--- src/rtl/i2c_target_rx.sv ---
// I2C target receiver: address match, write ACK, byte delivery over valid/ready,
// and clock stretching while a received byte waits for the consumer.
module i2c_target_rx #(
    parameter logic [6:0] ADDR = 7'h42
) (
    input  logic       clk,
    input  logic       rst,
    input  logic       scl_in,
    input  logic       sda_in,
    output logic       scl_hold,
    output logic       sda_hold,
    output logic [7:0] rx_data,
    output logic       rx_valid,
    input  logic       rx_ready,
    output logic       rx_first,
    output logic       busy
);

    localparam logic [2:0] S_IDLE      = 3'd0;
    localparam logic [2:0] S_ADDR      = 3'd1;
    localparam logic [2:0] S_ADDR_ACK  = 3'd2;
    localparam logic [2:0] S_DATA      = 3'd3;
    localparam logic [2:0] S_STRETCH   = 3'd4;
    localparam logic [2:0] S_DATA_ACK  = 3'd5;
    localparam logic [2:0] S_WAIT_STOP = 3'd6;

    // [0] metastable, [1] synchronized, [2] history; reset to idle-high bus
    logic [2:0] scl_sr, sda_sr;
    logic       scl_s, scl_h, sda_s, sda_h;
    logic       scl_rise, scl_fall, start_c, stop_c;

    always_ff @(posedge clk) begin
        if (rst) begin
            scl_sr <= 3'b111;
            sda_sr <= 3'b111;
        end else begin
            scl_sr <= {scl_sr[1:0], scl_in};
            sda_sr <= {sda_sr[1:0], sda_in};
        end
    end

    assign scl_s    = scl_sr[1];
    assign scl_h    = scl_sr[2];
    assign sda_s    = sda_sr[1];
    assign sda_h    = sda_sr[2];
    assign scl_rise = scl_s & ~scl_h;
    assign scl_fall = ~scl_s & scl_h;
    assign start_c  = scl_s & ~sda_s & sda_h;
    assign stop_c   = scl_s & sda_s & ~sda_h;

    logic [2:0] state, state_n;
    logic [2:0] cnt, cnt_n;
    logic       done, done_n;
    logic [7:0] shift, shift_n;
    logic       first, first_n;
    logic       scl_hold_n, sda_hold_n;
    logic [7:0] rx_data_n;
    logic       rx_valid_n, rx_first_n;

    always_comb begin
        state_n    = state;
        cnt_n      = cnt;
        done_n     = done;
        shift_n    = shift;
        first_n    = first;
        scl_hold_n = scl_hold;
        sda_hold_n = sda_hold;
        rx_data_n  = rx_data;
        rx_valid_n = rx_valid;
        rx_first_n = rx_first;
        if (rx_valid && rx_ready)
            rx_valid_n = 1'b0;
        // START/STOP win over a coincident SCL edge and abort any partial byte
        if (start_c || stop_c) begin
            state_n    = start_c ? S_ADDR : S_IDLE;
            cnt_n      = 3'd0;
            done_n     = 1'b0;
            sda_hold_n = 1'b0;
            scl_hold_n = 1'b0;
        end else begin
            case (state)
                S_ADDR, S_DATA: begin
                    if (scl_rise && !done) begin
                        shift_n = {shift[6:0], sda_s};
                        cnt_n   = cnt + 3'd1;
                        done_n  = (cnt == 3'd7);
                    end else if (scl_fall && done) begin
                        if (state == S_ADDR) begin
                            if (shift[7:1] == ADDR && !shift[0]) begin
                                sda_hold_n = 1'b1;
                                state_n    = S_ADDR_ACK;
                            end else begin
                                state_n = S_WAIT_STOP;
                            end
                        end else begin
                            rx_data_n  = shift;
                            rx_valid_n = 1'b1;
                            rx_first_n = first;
                            first_n    = 1'b0;
                            scl_hold_n = 1'b1;
                            sda_hold_n = 1'b1;
                            state_n    = S_STRETCH;
                        end
                    end
                end
                S_ADDR_ACK: if (scl_fall) begin
                    sda_hold_n = 1'b0;
                    cnt_n      = 3'd0;
                    done_n     = 1'b0;
                    first_n    = 1'b1;
                    state_n    = S_DATA;
                end
                S_STRETCH: if (rx_valid && rx_ready) begin
                    scl_hold_n = 1'b0;
                    state_n    = S_DATA_ACK;
                end
                S_DATA_ACK: if (scl_fall) begin
                    sda_hold_n = 1'b0;
                    cnt_n      = 3'd0;
                    done_n     = 1'b0;
                    state_n    = S_DATA;
                end
                S_IDLE, S_WAIT_STOP: begin
                    scl_hold_n = 1'b0;
                    sda_hold_n = 1'b0;
                end
                default: begin
                    scl_hold_n = 1'b0;
                    sda_hold_n = 1'b0;
                    state_n    = S_IDLE;
                end
            endcase
        end
    end

    always_ff @(posedge clk) begin
        if (rst) begin
            state    <= S_IDLE;
            cnt      <= 3'd0;
            done     <= 1'b0;
            shift    <= 8'd0;
            first    <= 1'b0;
            scl_hold <= 1'b0;
            sda_hold <= 1'b0;
            rx_data  <= 8'd0;
            rx_valid <= 1'b0;
            rx_first <= 1'b0;
            busy     <= 1'b0;
        end else begin
            state    <= state_n;
            cnt      <= cnt_n;
            done     <= done_n;
            shift    <= shift_n;
            first    <= first_n;
            scl_hold <= scl_hold_n;
            sda_hold <= sda_hold_n;
            rx_data  <= rx_data_n;
            rx_valid <= rx_valid_n;
            rx_first <= rx_first_n;
            busy     <= (state_n != S_IDLE);
        end
    end

endmodule

--- config.mk ---
export PLATFORM = sky130hd
export DESIGN_NAME = i2c_target_rx
export DESIGN_NICKNAME = d
export VERILOG_FILES = /design/src/rtl/i2c_target_rx.sv
export SDC_FILE = /design/constraint.sdc
export NUM_CORES = 1
export LEC_CHECK = 0
export ABC_AREA = 1
export CAP_MARGIN = 20
export CELL_PAD_IN_SITES_DETAIL_PLACEMENT = 0
export CELL_PAD_IN_SITES_GLOBAL_PLACEMENT = 2
export CORE_MARGIN = 10
export CORE_UTILIZATION = 33
export CTS_CLUSTER_DIAMETER = 150
export DETAILED_ROUTE_END_ITERATION = 10
export PLACE_DENSITY_LB_ADDON = 0.1
export SLEW_MARGIN = 5
export SYNTH_ARGS = -nofsm -noshare
export SYNTH_HDL_FRONTEND = slang
export SYNTH_SLANG_ARGS = --single-unit
--- constraint.sdc ---
create_clock -name clk -period 2.75 [get_ports clk]
set_input_delay 0.825 -clock clk [delete_from_list [all_inputs] [get_ports clk]]
set_output_delay 0.825 -clock clk [all_outputs]
set_load 0.005 [all_outputs]
==> metrics, run 1 <==
Die X 87.5 um; post-synthesis sequential area ratio 0.467; final hold slack approximately 0.42 ns; largest net degree at the start of global routing 22; Psw 228 uW; RSZ-0062 raised after global routing no; register bit total from synthesis 35; Clock Sinks 35; ys flop type dfxtp_1; number of global-route vias before repair between 1000 and 1500; Final nets 230; critical path class reg2out; Buf/Inv on CP 1; vias between 1000 and 1500; Fillers ~460; average wire per standard cell roughly 12 um; combinational power share 0.057; relative slew slack 0.783; largest area contributor in the netlist dfxtp_1; max cap viols 0; clk slew on worst S/H paths roughly 0.080 ns; drt total wl between 3 and 4 mm; family with the most delay on the worst path buffers and inverters; share of post-route cells with drive strength above 1 0.125; P&R area growth vs syn 20.5%; Die Y 87.5 um; Lkg Pwr ~0.00083 uW; io pins 18; Post-Syn Area approximately 1500 um^2; row cnt 24; clk buf depth 2; final setup violation count 0; Max Fclk ~0.5 GHz; Power Dens Cells around 520 nW/um^2; Syn Inst Count 201; status completed; Reg area between 700 and 800 um^2; top-count cell post-synth nand2_1; sequential share of power 0.551; area taken by multi-input logic gates ~660 um^2; Worst EP required around 1.9 ns; Int Pwr ~700 uW; Tmin final a little under 2 ns; asr flop ratio synth 0; H-tree depth 2; CTS root buffer clkbuf_8; setup bufs post-CTS 0; Post-CTS Hold Buffers 0; Area contributors post-synth dfxtp_1, nand2_1, nor2_1; R2R cell count 9; top sig layer met4; origin of the worst setup path rx_data[4]$_SDFFE_PP0P_; Min-Delay Path Class reg2reg; diodes inserted 0; Reg2Reg Setup Slack ~1.2 ns; post_cts resized 0; Peak VDD IR a little over 0.0003 V; die area roughly 7600 um^2; Synth top area share 0.467; Clk Latency, worst-skew pair between 0.2 and 0.3 ns; Hold Fails Final Rpt 0; Pins Over Slew Limit 0; Sw Ratio 0.243; Worst Setup EP rx_data[4]; core area between 4000 and 5000 um^2; critical path cell sequence clkdlybuf4s50_1; clock power share 0.392; slowest cell delay on critical path just over 0.5 ns; Slew @ Worst Pin approximately 0.32 ns; crit share post-route 0.715; slowest stage cell, crit path clkdlybuf4s50_1; Post-Syn Nets around 210; M1 wire length around 1.7 mm; met3 WL between 200 and 250 um; CP Capture Type output pin; first-pass GRT wire length 5.71 mm; reg2reg end rx_data[2]$_SDFFE_PP0P_; Num CTS Buffers 5; CTS tree yes; synth warn 0; HPWL after DPL around 2.4 mm; Final ANT Viol Nets 0; Port Buffers 17; critical path data arrival time approximately 1.1 ns; Avg Synthesized Cell Area between 7 and 8 um^2; Post-synth top cells nand2_1, dfxtp_1, nor2_1, inv_1, a21oi_1; TNS Setup 0 ns; CP Launch Type flip-flop; initial core utilization 0.342; routability cong. ~0.79; Critical R2R Launch state[0]$_SDFF_PP0_; synth unique cells 23; Via density between 4 and 5; DRT Pass-1 Iters 4; drc violations 0; Max FO, Critical Path 2; Worst path depth 1; DR WL met2 1.27 mm; initial antenna violation count 0; skew final between 0.009 and 0.01 ns; EDFF count, synth 0; total grt overflow 0; violation count after the first detailed-route iteration 70; GRT Resource Usage Total 0.0952
[through the flow]
stage | power [uW] | instances | cell area [um^2] | utilization | worst slack [ns]
floorplan | 564 | 201 | 1500 | - | 1.30
global route | 989 | 276 | 1810 | 0.413 | 0.705
detailed placement | 584 | 268 | 1720 | 0.392 | 0.664
global placement | 583 | 268 | 1720 | 0.392 | 0.746
CTS | 958 | 276 | 1810 | 0.413 | 0.761
finish | 940 | 276 | 1810 | 0.413 | 0.784
[per-layer routing]
metal	vias to the layer above	GRT usage
li1	679	-
met1	508	0.125
met2	25	0.130
met3	6	0.0412
met4	0	0.0435
met5	-	0
[worst min path at each step]
stage                         start                   end  slack, ns  cells past startpoint
2_1_floorplan  scl_sr[0]$_SDFF_PP1_  scl_sr[1]$_SDFF_PP1_       0.39                      1
3_3_place_gp   scl_sr[0]$_SDFF_PP1_  scl_sr[1]$_SDFF_PP1_       0.40                      1
3_5_place_dp   scl_sr[0]$_SDFF_PP1_  scl_sr[1]$_SDFF_PP1_       0.40                      1
4_1_cts        sda_sr[0]$_SDFF_PP1_  sda_sr[1]$_SDFF_PP1_       0.43                      1
5_1_grt        sda_sr[0]$_SDFF_PP1_  sda_sr[1]$_SDFF_PP1_       0.44                      1
6_report       scl_sr[0]$_SDFF_PP1_  scl_sr[1]$_SDFF_PP1_       0.42                      1
[flip-flops by register name, indices dropped and copies added (netlist names)]
signal	cells
first	1
sda_sr	3
cnt	3
state	3
done	1
busy	1
sda_hold	1
rx_first	1
scl_hold	1
rx_data	8
scl_sr	3
shift	8
rx_valid	1
[power by group through the flow]
stage | Clock [uW] | Sequential [uW] | Combinational (uW)
after global routing | 408 | 519 | 61.5
after global placement | 0 | 530 | 53.6
after floorplan | 0 | 529 | 35.0
after CTS | 386 | 518 | 54.1
after detailed placement | 0 | 530 | 53.8
final | 368 | 518 | 53.2
[area by class of cell]
class / count / area share
clock inverter: 3 / 0.0111
tap: 52 / 0.0360
clock buffer: 5 / 0.0380
sequential: 35 / 0.387
inverter: 28 / 0.0595
timing repair buffer: 19 / 0.102
multi-input combinational: 134 / 0.366
[kinds of logic after synthesis]
family / after synthesis / synth area share
and+or+nand+nor: 91 / 0.272
AOI/OAI and AO/OA: 41 / 0.152
DFF: 35 / 0.467
buffers and inverters: 32 / 0.0925
adders and majority gates: 2 / 0.0167
[placed cells by master, fill, tap and decap left out, types with 4 or more instances in the layout]
| master | n |
|---|---|
| a21oi_1 | 18 |
| clkbuf_8 | 5 |
| clkdlybuf4s50_1 | 17 |
| dfxtp_1 | 35 |
| inv_1 | 25 |
| nand2_1 | 41 |
| nand3_1 | 10 |
| nor2_1 | 29 |
| o21ai_0 | 14 |
| o21ai_2 | 5 |
| or2_2 | 4 |
No activity file was read; power rests on OpenSTA's default activity.
==> inputs of run 2 (changes only) <==
--- a/config.mk
+++ b/config.mk
@@ -10,7 +10,7 @@
 export CELL_PAD_IN_SITES_DETAIL_PLACEMENT = 0
 export CELL_PAD_IN_SITES_GLOBAL_PLACEMENT = 2
 export CORE_MARGIN = 10
-export CORE_UTILIZATION = 33
+export CORE_UTILIZATION = 28
 export CTS_CLUSTER_DIAMETER = 150
 export DETAILED_ROUTE_END_ITERATION = 10
 export PLACE_DENSITY_LB_ADDON = 0.1
==> constraint.sdc (replaced) <==
create_clock -name clk -period 1.7 [get_ports clk]
set_input_delay 0.51 -clock clk [delete_from_list [all_inputs] [get_ports clk]]
set_output_delay 0.51 -clock clk [all_outputs]
set_load 0.005 [all_outputs]
==> run 2 against run 1 <==
  * Critical path depth unchanged
  * Critical endpoint is now rx_first
  * Final area increased by 1.6%
  * Count of clock-buffer cells in the layout increased by 1
  * Largest cell class unchanged
  * Final cell count increased by 6.5%
  * Global-route usage decreased by 0.62 points
  * Power increased by 57%
  * Wire length increased by 8.7%
  * Non-clock buffer count increased by 2
  * Sequential cell count unchanged
  * Register-to-register slack got worse by 0.94 ns
  * Via count increased by 4.1%
  * First-iteration DRC count decreased by 23%
==> metrics, run 2 (same netlist as run 1, synthesis figures left out) <==
status completed (unchanged); most common cell after layout, fill and taps aside nand2_1 (unchanged); reg2reg end rx_data[0]$_SDFFE_PP0P_ (was rx_data[2]$_SDFFE_PP0P_); origin of the worst setup path rx_first$_SDFFE_PP0P_ (was rx_data[4]$_SDFFE_PP0P_); largest net degree at the start of global routing 22 (unchanged); Reg2Reg Setup Slack 0.24 ns (was 1.18 ns); Max FO, Critical Path 2 (unchanged); share of post-route cells with drive strength above 1 0.129 (was 0.125); Peak VDD IR 0.000274 V (was 0.000309 V); Worst EP required 1.19 ns (was 1.93 ns); total grt overflow 0 (unchanged); initial core utilization 0.292 (was 0.342); Hold Fails Final Rpt 0 (unchanged); RSZ-0062 raised after global routing no (unchanged); drc violations 0 (unchanged); critical path data arrival time 1.12 ns (was 1.14 ns); Max Fclk 0.614 GHz; biggest regs rx_data x8, shift x8 (unchanged); Post-CTS Hold Buffers 0 (unchanged); slowest cell delay on critical path 0.51 ns (about the same); Min-Delay Path Class reg2reg (unchanged); Final nets 232 (was 230); clk slew on worst S/H paths 0.07 ns (was 0.08 ns); row cnt 26 (was 24); Via density 4.31 (was 4.41); clk buf depth 2 (unchanged); Die Y 93.2 um (was 87.5 um); Lkg Pwr 0.000874 uW (was 0.000829 uW); fin util 0.358 (was 0.413); CP Capture Type output pin (unchanged); Num CTS Buffers 5 (unchanged); HPWL after DPL 2.64 mm (was 2.37 mm); Worst Setup EP rx_first (was rx_data[4]); P&R area growth vs syn 22.4% (was 20.5%); relative slew slack 0.796 (was 0.783); critical path class reg2out (unchanged); DRT Pass-1 Iters 4 (unchanged); R2R cell count 8 (was 9); routability cong. 0.836 (was 0.787); TNS Setup 0 ns (unchanged); Pins Over Slew Limit 0 (unchanged); Buf/Inv on CP 1 (unchanged); family with the most delay on the worst path buffers and inverters (unchanged); Final Worst Setup Slack 0.0708 ns (was 0.784 ns); critical path cell sequence clkdlybuf4s50_1 (unchanged); CP Launch Type flip-flop (unchanged); vias 1268 (was 1218); Port Buffers 17 (unchanged); Slew @ Worst Pin 0.306 ns (was 0.324 ns); initial antenna violation count 0 (unchanged); CTS root buffer clkbuf_8 (unchanged); io pins 18 (unchanged); commonest cells after routing, fill and taps aside nand2_1, dfxtp_1, nor2_1 (unchanged); Power Dens Cells 804 nW/um^2 (was 519 nW/um^2); max cap viols 0 (unchanged); Clock Sinks 35 (unchanged); Critical R2R Launch state[0]$_SDFF_PP0_ (unchanged); DP Worst Slack 0.0779 ns (was 0.664 ns); Worst path depth 1 (unchanged); die area 8690 um^2 (was 7650 um^2); violation count after the first detailed-route iteration 54 (was 70); drt total wl 3.49 mm (was 3.21 mm); skew final 0.00442 ns (was 0.00999 ns); Die X 93.2 um (was 87.5 um); Hold Path Depth 1 (unchanged); diodes inserted 0 (unchanged); GRT Resource Usage Total 0.0891 (was 0.0952); CTS tree yes (unchanged); Final ANT Viol Nets 0 (unchanged); number of global-route vias before repair 1270 (was 1216); Clk Latency, worst-skew pair 0.28 ns (was 0.29 ns); Tmin final 1.63 ns; final hold slack 0.411 ns (was 0.423 ns); final setup violation count 0 (unchanged); first-pass GRT wire length 6.15 mm (was 5.71 mm); core area 5140 um^2 (was 4380 um^2); slowest stage cell, crit path clkdlybuf4s50_1 (unchanged); average wire per standard cell 11.9 um (was 11.6 um); crit share post-route 0.958; H-tree depth 2 (unchanged)
## run 2: repair_timing
action,4_1_cts,5_1_grt
resized for setup,0,4
setup endpoints to repair,0,3
endpoints found under the hold margin,0,0
buffers inserted,0,0
## run 2: area by class of cell
type	count	area, um^2
Multi-Input combinational cell	134	662
Sequential cell	35	703
Inverter	28	108
Clock buffer	6	72.6
Tap cell	70	87.6
Fill cell	560	3300
Timing Repair Buffer	21	205
## run 2: worst min path at each step
stage / startpoint / end / slack (ns)
floorplan: scl_sr[0]$_SDFF_PP1_ / scl_sr[1]$_SDFF_PP1_ / 0.39
global placement: scl_sr[0]$_SDFF_PP1_ / scl_sr[1]$_SDFF_PP1_ / 0.40
detailed placement: scl_sr[0]$_SDFF_PP1_ / scl_sr[1]$_SDFF_PP1_ / 0.40
CTS: scl_sr[0]$_SDFF_PP1_ / scl_sr[1]$_SDFF_PP1_ / 0.42
global route: sda_sr[0]$_SDFF_PP1_ / sda_sr[1]$_SDFF_PP1_ / 0.44
finish: scl_sr[0]$_SDFF_PP1_ / scl_sr[1]$_SDFF_PP1_ / 0.41
## run 2: power breakdown
group / internal [uW] / switching (uW)
clock: 273 / 275
combinational: 38.4 / 53.0
sequential: 832 / 6.90
## run 2: metrics by stage
| stage | power [uW] | instances | cell area [um^2] |
|---|---|---|---|
| after global routing | 1560 | 294 | 1840 |
| after floorplan | 913 | 201 | 1500 |
| final | 1480 | 294 | 1840 |
| after detailed placement | 950 | 288 | 1760 |
| after CTS | 1510 | 294 | 1830 |
| after global placement | 951 | 288 | 1760 |
## run 2: per-layer routing
metal  vias up  GRT usage  wire (um)
li1        681          -          -
met1       561      0.118       1830
met2        24      0.122       1400
met3         2     0.0416        234
met4         0     0.0308         27
met5         -          0          0
